--- src/rtl/scs8hd_bist_pkg.sv ---
// rtl/scs8hd_bist_pkg.sv - shared state enum, vector count and golden function for the nor4b BIST
package scs8hd_bist_pkg;

  typedef enum logic [2:0] {
    ST_IDLE,
    ST_APPLY,
    ST_SETTLE,
    ST_SAMPLE,
    ST_DONE
  } bist_state_e;

  localparam int NVEC  = 16;
  localparam int VEC_W = 4;
  localparam int ERR_W = 5;

  // Vector order is {A,B,C,DN}; Y is high only when A=B=C=0 and DN=1.
  function automatic logic nor4b_expected(input logic [VEC_W-1:0] vec);
    return ~vec[3] & ~vec[2] & ~vec[1] & vec[0];
  endfunction

endpackage

--- src/rtl/scs8hd_nor4b_model.sv ---
// rtl/scs8hd_nor4b_model.sv - combinational golden model of the nor4b gate
module scs8hd_nor4b_model
  import scs8hd_bist_pkg::*;
(
  input  logic [VEC_W-1:0] i_vec,
  output logic             o_y
);

  assign o_y = nor4b_expected(i_vec);

endmodule

--- src/rtl/scs8hd_nor4b_bist.sv ---
// rtl/scs8hd_nor4b_bist.sv - exhaustive 16-vector BIST sequencer for a nor4b standard cell
module scs8hd_nor4b_bist
  import scs8hd_bist_pkg::*;
#(
  parameter int unsigned SETTLE_CYC = 2
) (
`ifdef SC_USE_PG_PIN
  input  logic             vpwr,
  input  logic             vgnd,
  input  logic             vpb,
  input  logic             vnb,
`endif
  input  logic             CLK,
  input  logic             RESETB,
  input  logic             start,
  input  logic             abort,
  input  logic             dut_y,
  output logic             tst_a,
  output logic             tst_b,
  output logic             tst_c,
  output logic             tst_dn,
  output logic             busy,
  output logic             done,
  output logic             pass,
  output logic [ERR_W-1:0] err_cnt,
  output logic             first_fail_vld,
  output logic [VEC_W-1:0] first_fail_vec
);

  localparam logic [3:0]       SETTLE_LAST = (SETTLE_CYC == 0) ? 4'd0 : 4'(SETTLE_CYC - 1);
  localparam logic [VEC_W-1:0] VEC_LAST    = VEC_W'(NVEC - 1);
  localparam logic [ERR_W-1:0] ERR_MAX     = ERR_W'(NVEC);

  bist_state_e      r_state, w_state_nxt;
  logic [VEC_W-1:0] r_vec, w_vec_nxt;
  logic [3:0]       r_settle, w_settle_nxt;
  logic [VEC_W-1:0] r_stim, w_stim_nxt;
  logic [ERR_W-1:0] r_err_cnt;
  logic             r_ff_vld;
  logic [VEC_W-1:0] r_ff_vec;
  logic             w_exp_y;
  logic             w_clear;
  logic             w_mismatch;

  scs8hd_nor4b_model u_model (
    .i_vec (r_stim),
    .o_y   (w_exp_y)
  );

  always_comb begin
    w_state_nxt  = r_state;
    w_vec_nxt    = r_vec;
    w_settle_nxt = r_settle;
    w_clear      = 1'b0;
    if (abort) begin
      w_state_nxt = ST_IDLE;
    end else begin
      case (r_state)
        ST_IDLE, ST_DONE: begin
          if (start) begin
            w_state_nxt = ST_APPLY;
            w_vec_nxt   = '0;
            w_clear     = 1'b1;
          end
        end
        ST_APPLY: begin
          w_settle_nxt = '0;
          w_state_nxt  = (SETTLE_CYC == 0) ? ST_SAMPLE : ST_SETTLE;
        end
        ST_SETTLE: begin
          if (r_settle == SETTLE_LAST) w_state_nxt = ST_SAMPLE;
          else                         w_settle_nxt = r_settle + 4'd1;
        end
        ST_SAMPLE: begin
          if (r_vec == VEC_LAST) begin
            w_state_nxt = ST_DONE;
          end else begin
            w_vec_nxt   = r_vec + 4'd1;
            w_state_nxt = ST_APPLY;
          end
        end
        default: w_state_nxt = ST_IDLE;
      endcase
    end
  end

  // Stimulus is registered from the next state so it is already valid in the APPLY cycle.
  always_comb begin
    w_stim_nxt = '0;
    if (w_state_nxt == ST_APPLY || w_state_nxt == ST_SETTLE || w_state_nxt == ST_SAMPLE)
      w_stim_nxt = w_vec_nxt;
  end

  assign w_mismatch = !abort && (r_state == ST_SAMPLE) && (dut_y != w_exp_y);

  always_ff @(posedge CLK or negedge RESETB) begin
    if (!RESETB) begin
      r_state   <= ST_IDLE;
      r_vec     <= '0;
      r_settle  <= '0;
      r_stim    <= '0;
      r_err_cnt <= '0;
      r_ff_vld  <= 1'b0;
      r_ff_vec  <= '0;
    end else begin
      r_state  <= w_state_nxt;
      r_vec    <= w_vec_nxt;
      r_settle <= w_settle_nxt;
      r_stim   <= w_stim_nxt;
      if (w_clear) begin
        r_err_cnt <= '0;
        r_ff_vld  <= 1'b0;
        r_ff_vec  <= '0;
      end else if (w_mismatch) begin
        if (r_err_cnt != ERR_MAX) r_err_cnt <= r_err_cnt + 5'd1;
        if (!r_ff_vld) begin
          r_ff_vld <= 1'b1;
          r_ff_vec <= r_vec;
        end
      end
    end
  end

  assign {tst_a, tst_b, tst_c, tst_dn} = r_stim;
  assign busy           = (r_state == ST_APPLY) || (r_state == ST_SETTLE) || (r_state == ST_SAMPLE);
  assign done           = (r_state == ST_DONE);
  assign pass           = done && (r_err_cnt == '0);
  assign err_cnt        = r_err_cnt;
  assign first_fail_vld = r_ff_vld;
  assign first_fail_vec = r_ff_vec;

endmodule

--- config.mk ---
export PLATFORM = sky130hd
export DESIGN_NAME = scs8hd_nor4b_bist
export DESIGN_NICKNAME = d
export VERILOG_FILES = /design/src/rtl/scs8hd_bist_pkg.sv /design/src/rtl/scs8hd_nor4b_model.sv /design/src/rtl/scs8hd_nor4b_bist.sv
export SDC_FILE = /design/constraint.sdc
export NUM_CORES = 1
export LEC_CHECK = 0
export ABC_AREA = 1
export ABC_CLOCK_PERIOD_IN_PS = 1200
export CORE_MARGIN = 2
export CORE_UTILIZATION = 55
export CTS_BUF_LIST = sky130_fd_sc_hd__clkbuf_8
export CTS_CLUSTER_SIZE = 16
export DETAILED_ROUTE_END_ITERATION = 10
export DONT_BUFFER_PORTS = 1
export PLACE_DENSITY = 0.73
export SLEW_MARGIN = 20
export SYNTH_ARGS = -nofsm -noshare
export SYNTH_HDL_FRONTEND = slang
export SYNTH_SLANG_ARGS = --single-unit
--- constraint.sdc ---
create_clock -name CLK -period 1.2 [get_ports CLK]
set_input_delay 0.24 -clock CLK [delete_from_list [all_inputs] [get_ports CLK]]
set_output_delay 0.24 -clock CLK [all_outputs]
set_load 0.01 [all_outputs]
# Word level (Yosys, flattened, before mapping)
# Cells that the tools add are included.
[word_totals]
out_inout_bits = 17
input_bits = 5
ff_bits = 25
[classes]
addsub = 3
n_bitwise = 7
n_reduce_logical = 17
n_mux = 23
n_eq_ne = 13
[ops]
columns = ["cell", "count"]
rows = [
  ["2-to-1 mux 4 bit", 8],
  ["one-hot mux 4 bit (2 select lines)", 2],
  ["2-to-1 mux 5 bit", 3],
  ["== test 3 x 2 -> 1 bit, second input constant", 4],
  ["2-to-1 mux 3 bit", 4],
  ["one-hot mux 3 bit (4 select lines)", 1],
  ["adder 4 x 1 -> 4 bit, second input constant", 2],
  ["== test 3 x 1 -> 1 bit, second input constant", 2],
  ["nonzero test 2 bit", 3],
  ["adder 5 x 1 -> 5 bit, second input constant", 1],
  ["zero test 5 bit", 1],
  ["2-to-1 mux 1 bit", 5],
  ["inequality test 5 bit, second input constant", 1],
  ["== test 4 x 1 -> 1 bit, second input constant", 1],
  ["== test 4 bit, second input constant", 1],
  ["logical OR 1 bit", 4],
  ["inverter 1 bit", 4],
  ["AND reduction 2 bit", 2],
  ["bitwise AND 1 bit", 3],
  ["== test 3 bit, second input constant", 1],
  ["logical AND 1 bit", 3],
  ["zero test 3 bit", 1],
  ["AND reduction 3 bit", 1],
  ["inequality test 2 x 1 -> 1 bit, second input constant", 1],
  ["4 further kinds", 4],
]

# Longest topological paths before layout
# Gate-level depths: netlist of the first run.
[logic_depth]
word_depth = 8
ltp_mapped = 10

# Cells and area by module
# Synthesis of the first run repeated with hierarchy kept, for this count alone.
[hier_totals]
cells_unflattened = 186
area_unflattened_um2 = 1400.1
[modules_own_cells]
columns = ["mod", "area_per_inst_um2", "instances", "seq_area_each_um2", "cells_per_inst"]
rows = [
  ["scs8hd_nor4b_bist", 1377.6, 1, 625.6, 180],
  ["scs8hd_nor4b_model", 22.5, 1, 0.0, 6],
]

# Worst setup path before layout of the first run
# Ideal clock, no wire load.
[synth_timing]
path_kind = "register -> output"
startpoint = "register r_err_cnt[0], in the netlist err_cnt[0]"
endpoint = "output port pass"
t_required_ns = 0.960
slack_ns = -0.116
arrival_time_ns = 1.076
path_stages_with_launch = 5
cell_sequence = "dfrtp_1 > inv_1 > ha_1 > nand2_1 > nor4_1"
[synth_via]
elab_chain_len = 2
[synth_lines]
columns = ["item", "line", "source"]
rows = [
  ["start, declared", "scs8hd_nor4b_bist.sv:38", "logic [ERR_W-1:0] r_err_cnt;"],
  ["start signal, assigned", "scs8hd_nor4b_bist.sv:115", "if (r_err_cnt != ERR_MAX) r_err_cnt <= r_err_cnt + 5'd1;"],
  ["zero test 5 bit", "scs8hd_nor4b_bist.sv:127", "assign pass = done && (r_err_cnt == '0);"],
  ["logical AND 1 bit", "scs8hd_nor4b_bist.sv:127", ""],
  ["end, declared", "scs8hd_nor4b_bist.sv:24", "output logic pass,"],
]
# Every way passes these cells.

# Worst setup path after layout of the first run
# Ends and elaborated chain as after synthesis.

==> results.toml, run 1 <==
[synth]
syn_area_per_cell_um2 = 7.70
synthAdderAreaFrac_pct = 4.32
syn_inst = 188
synth_seq_cells = 25
synth_warnings = 0
ys_async_sr_fraction_pct = 100
ys.flop_type = "dfrtp_1"
synth_simple_gate_area_share_pct = 38.2
synth_top_area_share_pct = 43.2
syn-num-nets = 198
synth_compound_area_share_pct = 3.28
synth_edf_count = 0
synthDistinctLibCells = 23
synthTopCellsByArea = "dfrtp_1 (43%), nand2_1 (14%), inv_1 (7.3%), nand3_1 (6.6%), nor2_1 (4.7%)"
synth_mux_area_share_pct = 0
synth_xor_area_share_pct = 2.42
syn_area_mm2 = 0.00145
synth_top_family_by_area = "simple AND/OR/NAND/NOR gates"
ys_seq_area_share_pct = 43.2
synth.largest_area_cell = "dfrtp_1"

[worst_setup_path]
crit_chain = "inv_2 -> ha_4 -> nand2_4 -> nor4_4 -> buf_4"
setup.worst_path.start = "err_cnt[0]"
worstSetupStartpointType = "flip-flop"
cp-endpoint = "pass"
reg2reg_from = "r_state[1]"
end_kind = "output port"
cp.arrival_ps = 1320
rr_endpoint = "err_cnt[0]"
slowest_stage = "dfrtp_1"
regToRegSetupSlack_ps = -270
ff2ff_path_depth = 9
required_ps = 960
cp_max_fo = 2
path_class = "flip-flop to output port"
slowest_delay_ps = 410

[placed_design]
finalWeightedCongestion = 0.821
pre_cts_ws_ps = -126
hpwlAfterDp_um = 2440
port_buffers = 0

[floorplan]
dieArea_mm2 = 0.00306
die-height_um = 55.3
start_util_pct = 58.4
die-width_um = 55.3
ioPinCount = 22
core_mm2 = 0.00248
rows = 18

[pwr]
p_leak_nw = 1.20
peakVddDrop_v = 0.000874
p_total_mw = 2.03
power.density_mw_per_mm2 = 904

[timing]
rsz0062_at_grt = "true"
timing.fmax_mhz = 641
fin_hold_ws_ps = 253
fin_ws_ps = -361
slew_violations = 0
skew_ps = 2.60
period_minus_slack_ps = 1560
worst_pin_slew_ps = 292
hold_viol = 0
final-setup-viol-count = 29
min_period_over_period_pct = 130
setup_tns_ps = -5660
maxSlewHeadroom_pct = 80.5

[grt]
track_usage_pct = 28.9
grt_max_degree = 26
gr-total-overflow = 0
antenna_found_initial = 0
grt_pass1_vias = 1481
grt_pass1_wl_um = 6930

[clock_tree]
cts-buffers-inserted = 3
clockBufferDepth = 2
root_buffer = "clkbuf_8"
cts.clk_slew.worst_paths_ps = 90
clock-sinks = 25
cts_max_level = 1
cts_tree = "yes"
insertion_delay_ps = 270

[route]
ant_nets = 0
wl_per_cell_um = 17.5
drc_errors = 0
postRouteWirelength_um = 4740
dr.pass1.iters = 4
vias = 1506
drt_first_iter_violations = 80
vias_per_cell = 5.56

[finish]
post-route-util_pct = 90.4
n_antenna_cell = 0
final_layout_size_suffix_gt1_share_pct = 53.5
finalNetCount = 252
area_delta_synth_final_pct = 54.7

[worst_hold_path]
min_path_type = "primary input to flip-flop"

[outcome]
status = "finished, violations left"
violations = "setup timing"

[run]
max_cap_viol_count = 0
[stage by stage]
step	area [µm²]	instances
finish	2240	271
global route	2240	271
CTS	2040	264
detailed placement	1710	246
global placement	1710	246
floorplan	1460	188
[area by class of cell]
type / instances / area (µm²)
clock buffer: 3 / 41.3
tap: 30 / 37.5
sequential: 25 / 628
clock inverter: 1 / 5.00
inverter: 33 / 136
timing repair buffer: 49 / 449
fill: 97 / 238
multi-input combinational: 130 / 942
[cells in the final DEF (no fill, tap or decap), types with 3 or more instances in the layout]
cell      count
o21ai_1       4
buf_6        17
clkbuf_8      3
nor2_1        9
nand2_2      17
nand3_2       6
inv_2        11
inv_4         5
nor2_4        8
inv_1        17
nor2_2        5
nand2_1      34
buf_4        29
xor2_1        4
dfrtp_1      23
nand3_1      13
nand2_4      11
[cell usage after synthesis (2+ instances only)]
cell type  instances
nand2_4            2
dfrtp_1           25
a21oi_1            2
inv_1             28
nand4_1            2
nand3_1           19
xor2_1             4
ha_1               5
o21ai_0            5
inv_2              5
nand3b_1           2
nand2_2            6
nor2_4             3
nand2_1           54
nor2_1            18
[how the worst min path moves through the flow]
stage | end | depth (start not counted) | slack [ps] | from
after global routing | r_state[2] | 3 | 250 | start
after detailed placement | err_cnt[0] | 0 | -60 | RESETB
after global placement | err_cnt[1] | 0 | -50 | RESETB
after floorplan | err_cnt[0] | 0 | -60 | RESETB
after CTS | r_state[2] | 1 | 6 | abort
final | r_state[2] | 3 | 250 | start
[critical path: cells and delay by family (launching register included)]
kind / cells / cell delay [ps]
DFF: 1 / 410
adders and majority gates: 1 / 140
and+or+nand+nor: 2 / 260
buffers and inverters: 2 / 230
[sequential cells by signal, indices dropped and copies added (netlist names)]
name and flops:
err_cnt 5, first_fail_vec 4, r_settle 4, r_stim 4, r_vec 4, r_state 3, first_fail_vld 1
[cells by family (layout without fill, tap and decap cells)]
family          after synthesis  after routing
xor+xnor                      4              4
simple gates                112            112
flops                        25             25
compound gates                9              9
buf+inv                      33             86
fa+ha+maj                     5              5
[metal layers]
metal / share of wire (%) / GRT usage [%] / vias up
met2: 50 / 47.6 / 73
met1: 38 / 34.6 / 703
met4: 6.2 / 16.0 / 0
met5: 0 / 0 / -
li1: - / - / 690
met3: 5.8 / 7.03 / 40
[timing repair]
item	CTS	global route
pin swaps	13	34
gates resized for setup	50	50
endpoints found under the hold margin	25	1
hold buffers	2	1
endpoints found under the setup margin	29	31
setup buffers	12	8
[report_power, final]
part | internal, mW | total [mW] | switching [mW]
clock | 0.233 | 0.518 | 0.285
combinational | 0.248 | 0.581 | 0.333
sequential | 0.880 | 0.926 | 0.0469
(Power assumes the default switching activity.)
==> inputs of run 2 (changes only) <==
--- a/config.mk
+++ b/config.mk
@@ -9,7 +9,7 @@
 export ABC_CLOCK_PERIOD_IN_PS = 1200
 export CORE_MARGIN = 2
 export CORE_UTILIZATION = 55
-export CTS_BUF_LIST = sky130_fd_sc_hd__clkbuf_8
+export CTS_BUF_LIST = sky130_fd_sc_hd__clkbuf_2
 export CTS_CLUSTER_SIZE = 16
 export DETAILED_ROUTE_END_ITERATION = 10
 export DONT_BUFFER_PORTS = 1
==> run 2 against run 1 <==
The run still ends with setup timing left. Sequential power barely moved. Sequential share of layout area rose by 0.37 points. Highest routed layer unchanged. Setup slack got worse by 150 ps. Core utilization is 1.4 points lower. Combinational power is 2% lower. Via count down 1.3%. Power fell by 8.3%.
==> results.toml, run 2 (same netlist as run 1, synthesis figures left out) <==
[outcome]
status = "finished, violations left"
violations = "setup timing"

[worst_setup_path]
required_ps = 960
cp.arrival_ps = 1470
slowest_stage = "dfrtp_1"
crit_buf_inv = 2
critPathTopFamily = "flip-flops"
crit_chain = "inv_2 -> ha_2 -> nand2_2 -> nor4_4 -> buf_4"
worstSetupStartpointType = "flip-flop"
end_kind = "output port"
path_class = "flip-flop to output port"
slowest_delay_ps = 460
cp_max_fo = 2

[finish]
final_common_cell = "nand2_1"
largest_reg_flops = 5
fillerInstances = 103
finalNetCount = 253
n_antenna_cell = 0
mostFrequentLayoutCells = "nand2_1 (38), buf_4 (29), dfrtp_1 (24), inv_1 (21), buf_6 (18)"
area_delta_synth_final_pct = 52.4
final_cells = 272
final_layout_size_suffix_gt1_share_pct = 48.3

[timing]
maxSlewHeadroom_pct = 82.4
hold_viol = 0
fin_ws_ps = -512
skew_ps = 4.98
period_minus_slack_ps = 1710
setup_tns_ps = -10530
slew_violations = 0
min_period_over_period_pct = 143
timing.fmax_mhz = 584
rsz0062_at_grt = "true"
worst_pin_slew_ps = 262
final-setup-viol-count = 37

[route]
ant_nets = 0
wl_per_cell_um = 16.0
dr.pass1.iters = 5
drt_first_iter_violations = 52
vias = 1486
postRouteWirelength_um = 4360
vias_per_cell = 5.46
drc_errors = 0

[floorplan]
die-height_um = 55.3
die-width_um = 55.3
core_mm2 = 0.00248
rows = 18
dieArea_mm2 = 0.00306
start_util_pct = 58.4
ioPinCount = 22

[clock_tree]
cts_max_level = 1
cts-buffers-inserted = 3
insertion_delay_ps = 390
clock-sinks = 25
clockBufferDepth = 2
cts_tree = "yes"
root_buffer = "clkbuf_2"
cts.clk_slew.worst_paths_ps = 250

[placed_design]
port_buffers = 0
dp.cells = 246
hpwlAfterDp_um = 2440
finalWeightedCongestion = 0.821

[run]
max_cap_viol_count = 0

[grt]
gr-total-overflow = 0
antenna_found_initial = 0
grt_pass1_vias = 1490
grt_pass1_wl_um = 6750
grt_max_degree = 26
track_usage_pct = 27.8

[pwr]
p_leak_nw = 1.18
power.density_mw_per_mm2 = 842
peakVddDrop_v = 0.000788

[worst_hold_path]
min_path_type = "primary input to flip-flop"
[run 2: cell types whose count changed in the layout (fill, tap and decap cells not counted), moves of 3 or more]
cell,delta
nand2_4,-4
nor2_2,-3
inv_1,+4
clkbuf_8,-3
nor2_1,+3
clkbuf_2,+3
nand2_1,+4
inv_4,-4
[run 2: repair_timing]
action | CTS | global route
endpoints found under the hold margin | 26 | 0
endpoints found under the setup margin | 33 | 37
buffers inserted | 14 | 12
pin swaps | 15 | 12
hold buffers | 3 | 0
gates resized for setup | 58 | 32
[run 2: final cells by class]
class | instances | area, µm² | share of cell area (%)
Multi-Input combinational cell | 130 | 925 | 41.9
Tap cell | 30 | 37.5 | 1.70
Clock buffer | 3 | 15.0 | 0.681
Clock inverter | 1 | 5.00 | 0.227
Sequential cell | 25 | 627 | 28.4
Inverter | 33 | 136 | 6.18
Timing Repair Buffer | 50 | 460 | 20.9
[run 2: per-layer routing]
| metal | share of wire (%) | global-route usage (%) | routed length [µm] | up-vias |
|---|---|---|---|---|
| met5 | 0 | 0 | 0 | - |
| met4 | 3.4 | 12.5 | 150 | 0 |
| met1 | 36 | 31.5 | 1550 | 721 |
| li1 | - | - | - | 696 |
| met3 | 5.4 | 6.09 | 233 | 16 |
| met2 | 55 | 49.7 | 2420 | 53 |
[run 2: per-stage QoR]
step | instance area [µm²] | util [%] | power [mW] | hold WS [ps] | setup WS, ps
after floorplan | 1460 | - | 1.12 | -55.6 | -29.0
after global placement | 1710 | 69.1 | 1.23 | -54.8 | -81.9
after detailed placement | 1710 | 69.1 | 1.25 | -55.1 | -126
after CTS | 2050 | 82.8 | 1.74 | 85.8 | -481
after global routing | 2210 | 89.0 | 1.93 | 69.9 | -591
final | 2210 | 89.0 | 1.86 | 81.8 | -512
[run 2: worst paths after layout]
kind                       slack [ps]           endpoint         from  cells after the start
setup / recovery                 -510               pass   err_cnt[0]                      5
hold / removal                     80         r_state[2]        start                      3
setup reg to reg                 -500          r_stim[3]   r_state[0]                     11
hold reg to reg                   600        r_settle[3]  r_settle[3]                      2
max in group asynchronous         820         r_state[2]       RESETB                      2
min in group asynchronous         220  first_fail_vec[1]       RESETB                      2
[run 2: power breakdown]
part | switching, mW | internal (mW) | leakage (nW) | total (mW)
combinational | 0.320 | 0.247 | 0.824 | 0.568
clock | 0.289 | 0.0753 | 0.0164 | 0.364
sequential | 0.0440 | 0.881 | 0.343 | 0.925
[run 2: worst min-delay path, cell delays in order]
cell	delay, ps
inv_1	80
nand2_1	110
a21oi_2	50
==> inputs of run 3 (changes only) <==
--- a/config.mk
+++ b/config.mk
@@ -10,6 +10,7 @@
 export CORE_MARGIN = 2
 export CORE_UTILIZATION = 55
 export CTS_BUF_LIST = sky130_fd_sc_hd__clkbuf_2
+export CTS_CLUSTER_DIAMETER = 60
 export CTS_CLUSTER_SIZE = 16
 export DETAILED_ROUTE_END_ITERATION = 10
 export DONT_BUFFER_PORTS = 1
==> results of run 3 <==
No change in the layout: final DEF, timing and power equal those of run 2.
